==> config.mk <==
export PLATFORM = sky130hd
export DESIGN_NAME = pwm_dac
export DESIGN_NICKNAME = d
export VERILOG_FILES = /design/src/rtl/pwm_dac.sv
export SDC_FILE = /design/constraint.sdc
export NUM_CORES = 1
export LEC_CHECK = 0
export ABC_CLOCK_PERIOD_IN_PS = 1900
export CAP_MARGIN = 25
export CORE_UTILIZATION = 46
export CTS_CLUSTER_SIZE = 20
export DETAILED_ROUTE_END_ITERATION = 8
export GPL_TIMING_DRIVEN = 1
export PLACE_DENSITY = 0.74
export SYNTH_ARGS = -nofsm -noshare
export SYNTH_HDL_FRONTEND = slang
export SYNTH_SLANG_ARGS = --single-unit
==> constraint.sdc <==
create_clock -name clk -period 1.9 [get_ports clk]
set_input_delay 0.57 -clock clk [delete_from_list [all_inputs] [get_ports clk]]
set_output_delay 0.57 -clock clk [all_outputs]
set_load 0.01 [all_outputs]
==> src/rtl/pwm_dac.sv <==
// pwm_dac: PWM audio DAC output stage.
// Once per 2^N-cycle period it pulses sample_req to advance the upstream
// sample counter and latches the presented sample as the next period's duty.
// Optional feature macro: PWM_DAC_DITHER_EN adds a 16-bit Galois LFSR that
// adds one LSB of dither to each latched sample, saturating at 2^N-1.
module pwm_dac #(
  parameter int N = 8
) (
  input  logic         clk,
  input  logic         nRst,
  input  logic         en,
  input  logic [N-1:0] sample,
  output logic         sample_req,
  output logic         pwm_out,
  output logic         busy
);

  typedef enum logic {IDLE, RUN} state_t;

  localparam logic [N-1:0] CNT_MAX = {N{1'b1}};
  localparam logic [N-1:0] CNT_ONE = {{(N-1){1'b0}}, 1'b1};

  state_t         state_reg, state_next;
  logic [N-1:0]   cnt_reg, cnt_next;
  logic [N-1:0]   duty_reg, duty_next;
  logic [N-1:0]   latch_val;
  logic           period_end;

  // Last cycle of a running period: the only point where en is honoured in RUN.
  assign period_end = (state_reg == RUN) && (cnt_reg == CNT_MAX);

`ifdef PWM_DAC_DITHER_EN
  logic [15:0] lfsr_reg, lfsr_next;
  logic [N:0]  dith_sum;
  logic        latch_en;

  // An edge that loads duty: leaving IDLE, or continuing past a period end.
  assign latch_en  = en && ((state_reg == IDLE) || period_end);
  // One extra bit of headroom so the +1 dither can saturate instead of wrapping.
  assign dith_sum  = {1'b0, sample} + {{N{1'b0}}, lfsr_reg[0]};
  assign latch_val = dith_sum[N] ? CNT_MAX : dith_sum[N-1:0];

  // Galois LFSR advances only on latch edges so the dither sequence is per-sample.
  always_comb begin
    lfsr_next = lfsr_reg;
    if (latch_en) begin
      lfsr_next = {1'b0, lfsr_reg[15:1]} ^ (lfsr_reg[0] ? 16'hB400 : 16'h0000);
    end
  end

  // LFSR state register, seeded on reset.
  always_ff @(posedge clk or negedge nRst) begin
    if (!nRst) begin
      lfsr_reg <= 16'hACE1;
    end else begin
      lfsr_reg <= lfsr_next;
    end
  end
`else
  assign latch_val = sample;
`endif

  // State, period counter and duty registers.
  always_ff @(posedge clk or negedge nRst) begin
    if (!nRst) begin
      state_reg <= IDLE;
      cnt_reg   <= '0;
      duty_reg  <= '0;
    end else begin
      state_reg <= state_next;
      cnt_reg   <= cnt_next;
      duty_reg  <= duty_next;
    end
  end

  // Next-state logic and outputs; outputs depend only on registers plus en for the strobe.
  always_comb begin
    state_next = state_reg;
    cnt_next   = cnt_reg;
    duty_next  = duty_reg;
    sample_req = 1'b0;
    pwm_out    = 1'b0;
    busy       = 1'b0;
    case (state_reg)
      IDLE: begin
        cnt_next = '0;
        if (en) begin
          state_next = RUN;
          duty_next  = latch_val;
        end
      end
      RUN: begin
        busy     = 1'b1;
        pwm_out  = (cnt_reg < duty_reg);
        // Natural N-bit wrap takes the counter from 2^N-1 back to 0.
        cnt_next = cnt_reg + CNT_ONE;
        if (period_end) begin
          if (en) begin
            sample_req = 1'b1;
            duty_next  = latch_val;
          end else begin
            state_next = IDLE;
          end
        end
      end
      default: begin
        state_next = IDLE;
        cnt_next   = '0;
      end
    endcase
  end

endmodule

==> run summary <==
The Yosys step of the flow raised 0 warnings. Dividing the final minimum period by the clock period gives 125%. The worst-case IR drop observed on VDD is 0.598 mV. The die is 45.9 um tall. The portion of synthesized cell area occupied by the leading cell type is 48.0%, and the netlist area before placement is 886 um^2.

Counting tap cells, the placed design contains a total of 133 instances. Once detailed placement completed, the half-perimeter wirelength came to 1420 um. The slew of the pin with the lowest slew margin is 0.239 ns.

The layer with the highest usage was met2. The synthesized design spends more area on one cell type than any other, namely sky130_fd_sc_hd__dfrtp_1. In the final layout, the multi-input gates occupy 498 um^2. For the number of antenna violations at the first check in global routing, the log shows 0. The final reports fail on setup timing. The number of setup violations in the final report was 2; the detailed-route via count was 734. After synthesis, the share of flip-flops with an asynchronous set or reset is 100%.

The worst register-to-register path begins at cnt_reg[1]. Registers take 425 um^2. The run gives 0 as the number of endpoints with negative hold slack in the final report.

In this run, distinct cell masters in the synthesized netlist total 27. The horizontal die dimension works out to 45.9 um. For this run, the number of standard cells in the final layout without fillers is 140.

The core footprint came out at 1760 um^2. Routed wire length per instance: 13.7 um. The endpoint of the worst hold path was duty_reg[0]. For this run, global-route usage on met1 was measured as 24.9%. The logs give 3 for the number of buffers created by CTS and 15 for the total number of placement rows.

In this run the worst path has a maximum fanout of 2. The adder and majority gate portion of the synthesized area is 11.3%, and the upper clock frequency limit is 0.421 GHz. The first global-routing pass estimated 3140 um of wire. The tools report the capturing point of the worst reg2reg path as duty_reg[3].

The run finished, with violations left. Setup repair after global routing could not meet its margin everywhere. For the overall overflow remaining after global route, the log shows 0. Global-route track usage on met3: 2.38%. In this run the deepest clock path goes through 2 buffers. The cell sitting at the root of the clock tree is a sky130_fd_sc_hd__clkbuf_4. The logic depth of the worst register-to-register path was 8; the headroom to the max-slew limit was 84.1%. The synthesized netlist devotes 11.3% of its cell area to compound gates. A synthesized cell averages 11.2 um^2. For this run, design rule violations remaining after detail routing come to 0.

The tools report the post-synth net total as 98. Wires add up to 1920 um. For this run, the leading register cell type out of synthesis is sky130_fd_sc_hd__dfrtp_1. The run gives -0.476 ns as the final worst setup slack.

In the synthesized netlist, mux cells make up 10.2% of the area. Summing the areas of all and, or, nand and nor instances in the mapped netlist gives 12.9% of the synthesized area. The most common cell in the synthesized netlist is sky130_fd_sc_hd__dfrtp_1.

The power density over cell area came out at 1160 nW/um^2. The critical path is of the reg -> out type. The critical path capture point type is a primary output.

The run gives 48.0% as the register area share after synthesis. The final layout contains 135 nets. The tools report the standby leakage power as 0.561 nW. The run gives 4 as the number of search-and-repair iterations in the first detailed-routing pass. The tools report the nature of the critical path startpoint as a register. The minimum clock period after layout came out at 2.38 ns.

The logs give 20 for the initial DRC count and 0.784 for the final weighted congestion of routability-driven global placement. The depth of the CTS H-tree was 1; the number of antenna repair diodes was 0. Once detail routing completed, the nets flagged for antenna violations numbered 0. Ranked by instance count, the synthesized netlist is headed by sky130_fd_sc_hd__dfrtp_1, sky130_fd_sc_hd__ha_1, sky130_fd_sc_hd__mux2_2. The number of cells on the worst hold path came out at 1.

The class of the tightest hold or removal check was reg -> reg. Fill cells in the final layout number 143. Of the total synthesized cell area, the portion taken by XOR and XNOR cells is 2.97%. During placement, the flow inserted port buffers numbering 13. The run gives 1.33 ns as the data required time at the worst endpoint. The number of global-route vias before repair came out at 726. By area the synthesized netlist is led by sky130_fd_sc_hd__dfrtp_1, sky130_fd_sc_hd__ha_1, sky130_fd_sc_hd__mux2_2, sky130_fd_sc_hd__inv_1, sky130_fd_sc_hd__a21oi_1.

The number of enable flip-flop cells after synthesis was 0; the clock-pin slew reported for the worst setup and hold paths after clock tree synthesis was 0.10 ns. Clock latency on the worst-skew pair, taken at its later pin, is 0.30 ns. Synthesis inferred 17 register bits. For the setup slack of the most critical reg-to-reg path, the log shows 0.20 ns. The initial core utilization was 50.2%; the worst setup skew after layout was 0.00264 ns. For this design the top-level I/O count stands at 14. The floorplan step defined a die boundary enclosing 2110 um^2. The tools report the final core utilization as 73.1%. The global-route usage over all layers is 21.2%, and the met2 track demand over resource in global routing is 38.3%.

The final number of max-transition violations was 0. The number of vias per cell after detailed routing was 5.24; the gate count of the mapped netlist was 79. Fraction of final layout cells with drive strength greater than 1: 39.1%. TritonCTS built the clock tree.

The tool flagged a number of max-cap violations equal to 0. Relative to the synthesized area, the layout overhead comes to 45.6%. The largest family of logic cells by synthesized area was simple AND/OR/NAND/NOR gates. STA puts the critical path data arrival time at 1.81 ns. Entering global routing, the biggest net connects 18 pins.

In this run the most critical hold path is launched from duty_reg[0]. The tools report the number of clock sinks seen by CTS as 17.
## stage by stage
stage,power [mW],TNS [ns],instance area (um^2),hold slack [ns],worst slack (ns)
floorplan,0.893,-0.0178,905,0.274,-0.0178
global placement,1.17,-2.35,1200,0.487,-0.525
detailed placement,1.21,-2.63,1200,0.489,-0.650
CTS,1.47,-0.701,1260,0.517,-0.497
global route,1.61,-0.890,1290,0.537,-0.550
finish,1.50,-0.759,1290,0.521,-0.476
## final cells by class
class,count,share of cell area [%]
multi-input combinational,54,38.6
sequential,17,33.0
timing repair buffer,32,21.5
tap,25,2.42
inverter,8,2.33
clock buffer,3,1.75
clock inverter,1,0.388
## layer usage
layer	share of wire, %	routed length [um]
met1	42	815
met2	54	1030
met3	2.3	45
met4	1.5	29
met5	0	0
## cell families (layout without fill, tap and decap cells)
group,count (synthesis),after routing
simple gates,21,21
flops,17,17
fa+ha+maj,8,8
compound gates,14,14
mux,8,8
xor+xnor,3,3
buf+inv,8,44
## critical path: stages (launching register included)
cell and delay (ns):
sky130_fd_sc_hd__dfrtp_1 0.40, sky130_fd_sc_hd__ha_1 0.31, sky130_fd_sc_hd__o2111a_1 0.27, sky130_fd_sc_hd__a2111oi_4 0.34
sky130_fd_sc_hd__buf_2 0.18
## how the worst max path moves through the flow
stage	slack (ns)	from	endpoint	cells after the start
after floorplan	-0.02	cnt_reg[3]	pwm_out	4
after global placement	-0.53	duty_reg[3]	pwm_out	6
after detailed placement	-0.65	duty_reg[3]	pwm_out	6
after CTS	-0.50	cnt_reg[4]	pwm_out	4
after global routing	-0.55	cnt_reg[1]	pwm_out	5
final	-0.48	cnt_reg[4]	pwm_out	4
## report_power, final
part | internal (mW) | switching [mW] | leakage, nW
combinational | 0.429 | 0.365 | 0.332
clock | 0.0786 | 0.125 | 0.0177
sequential | 0.447 | 0.0535 | 0.211
total | 0.954 | 0.543 | 0.561
## placed cells by master, fill, tap and decap left out, types with 2 or more instances in the layout
master,synthesis,final
sky130_fd_sc_hd__a21oi_1,4,4
sky130_fd_sc_hd__inv_1,7,6
sky130_fd_sc_hd__ha_1,8,6
sky130_fd_sc_hd__o21ai_0,3,2
sky130_fd_sc_hd__nand4_1,2,2
sky130_fd_sc_hd__buf_2,0,2
sky130_fd_sc_hd__clkbuf_4,0,3
sky130_fd_sc_hd__dfrtp_1,17,17
sky130_fd_sc_hd__xor2_1,2,2
sky130_fd_sc_hd__mux2_2,8,8
sky130_fd_sc_hd__ha_4,0,2
sky130_fd_sc_hd__nand3_2,1,2
sky130_fd_sc_hd__buf_4,0,17
sky130_fd_sc_hd__clkdlybuf4s50_1,0,10
sky130_fd_sc_hd__nor2_1,5,5
sky130_fd_sc_hd__nand2_1,4,4
## what timing repair did
| action | CTS | global route |
|---|---|---|
| endpoints found under the setup margin | 3 | 2 |
| buffers inserted | 1 | 2 |
| pin swaps | 3 | 2 |
| resized for setup | 17 | 2 |
| hold buffers | 0 | 0 |
No activity file was read; power rests on OpenSTA's default activity.
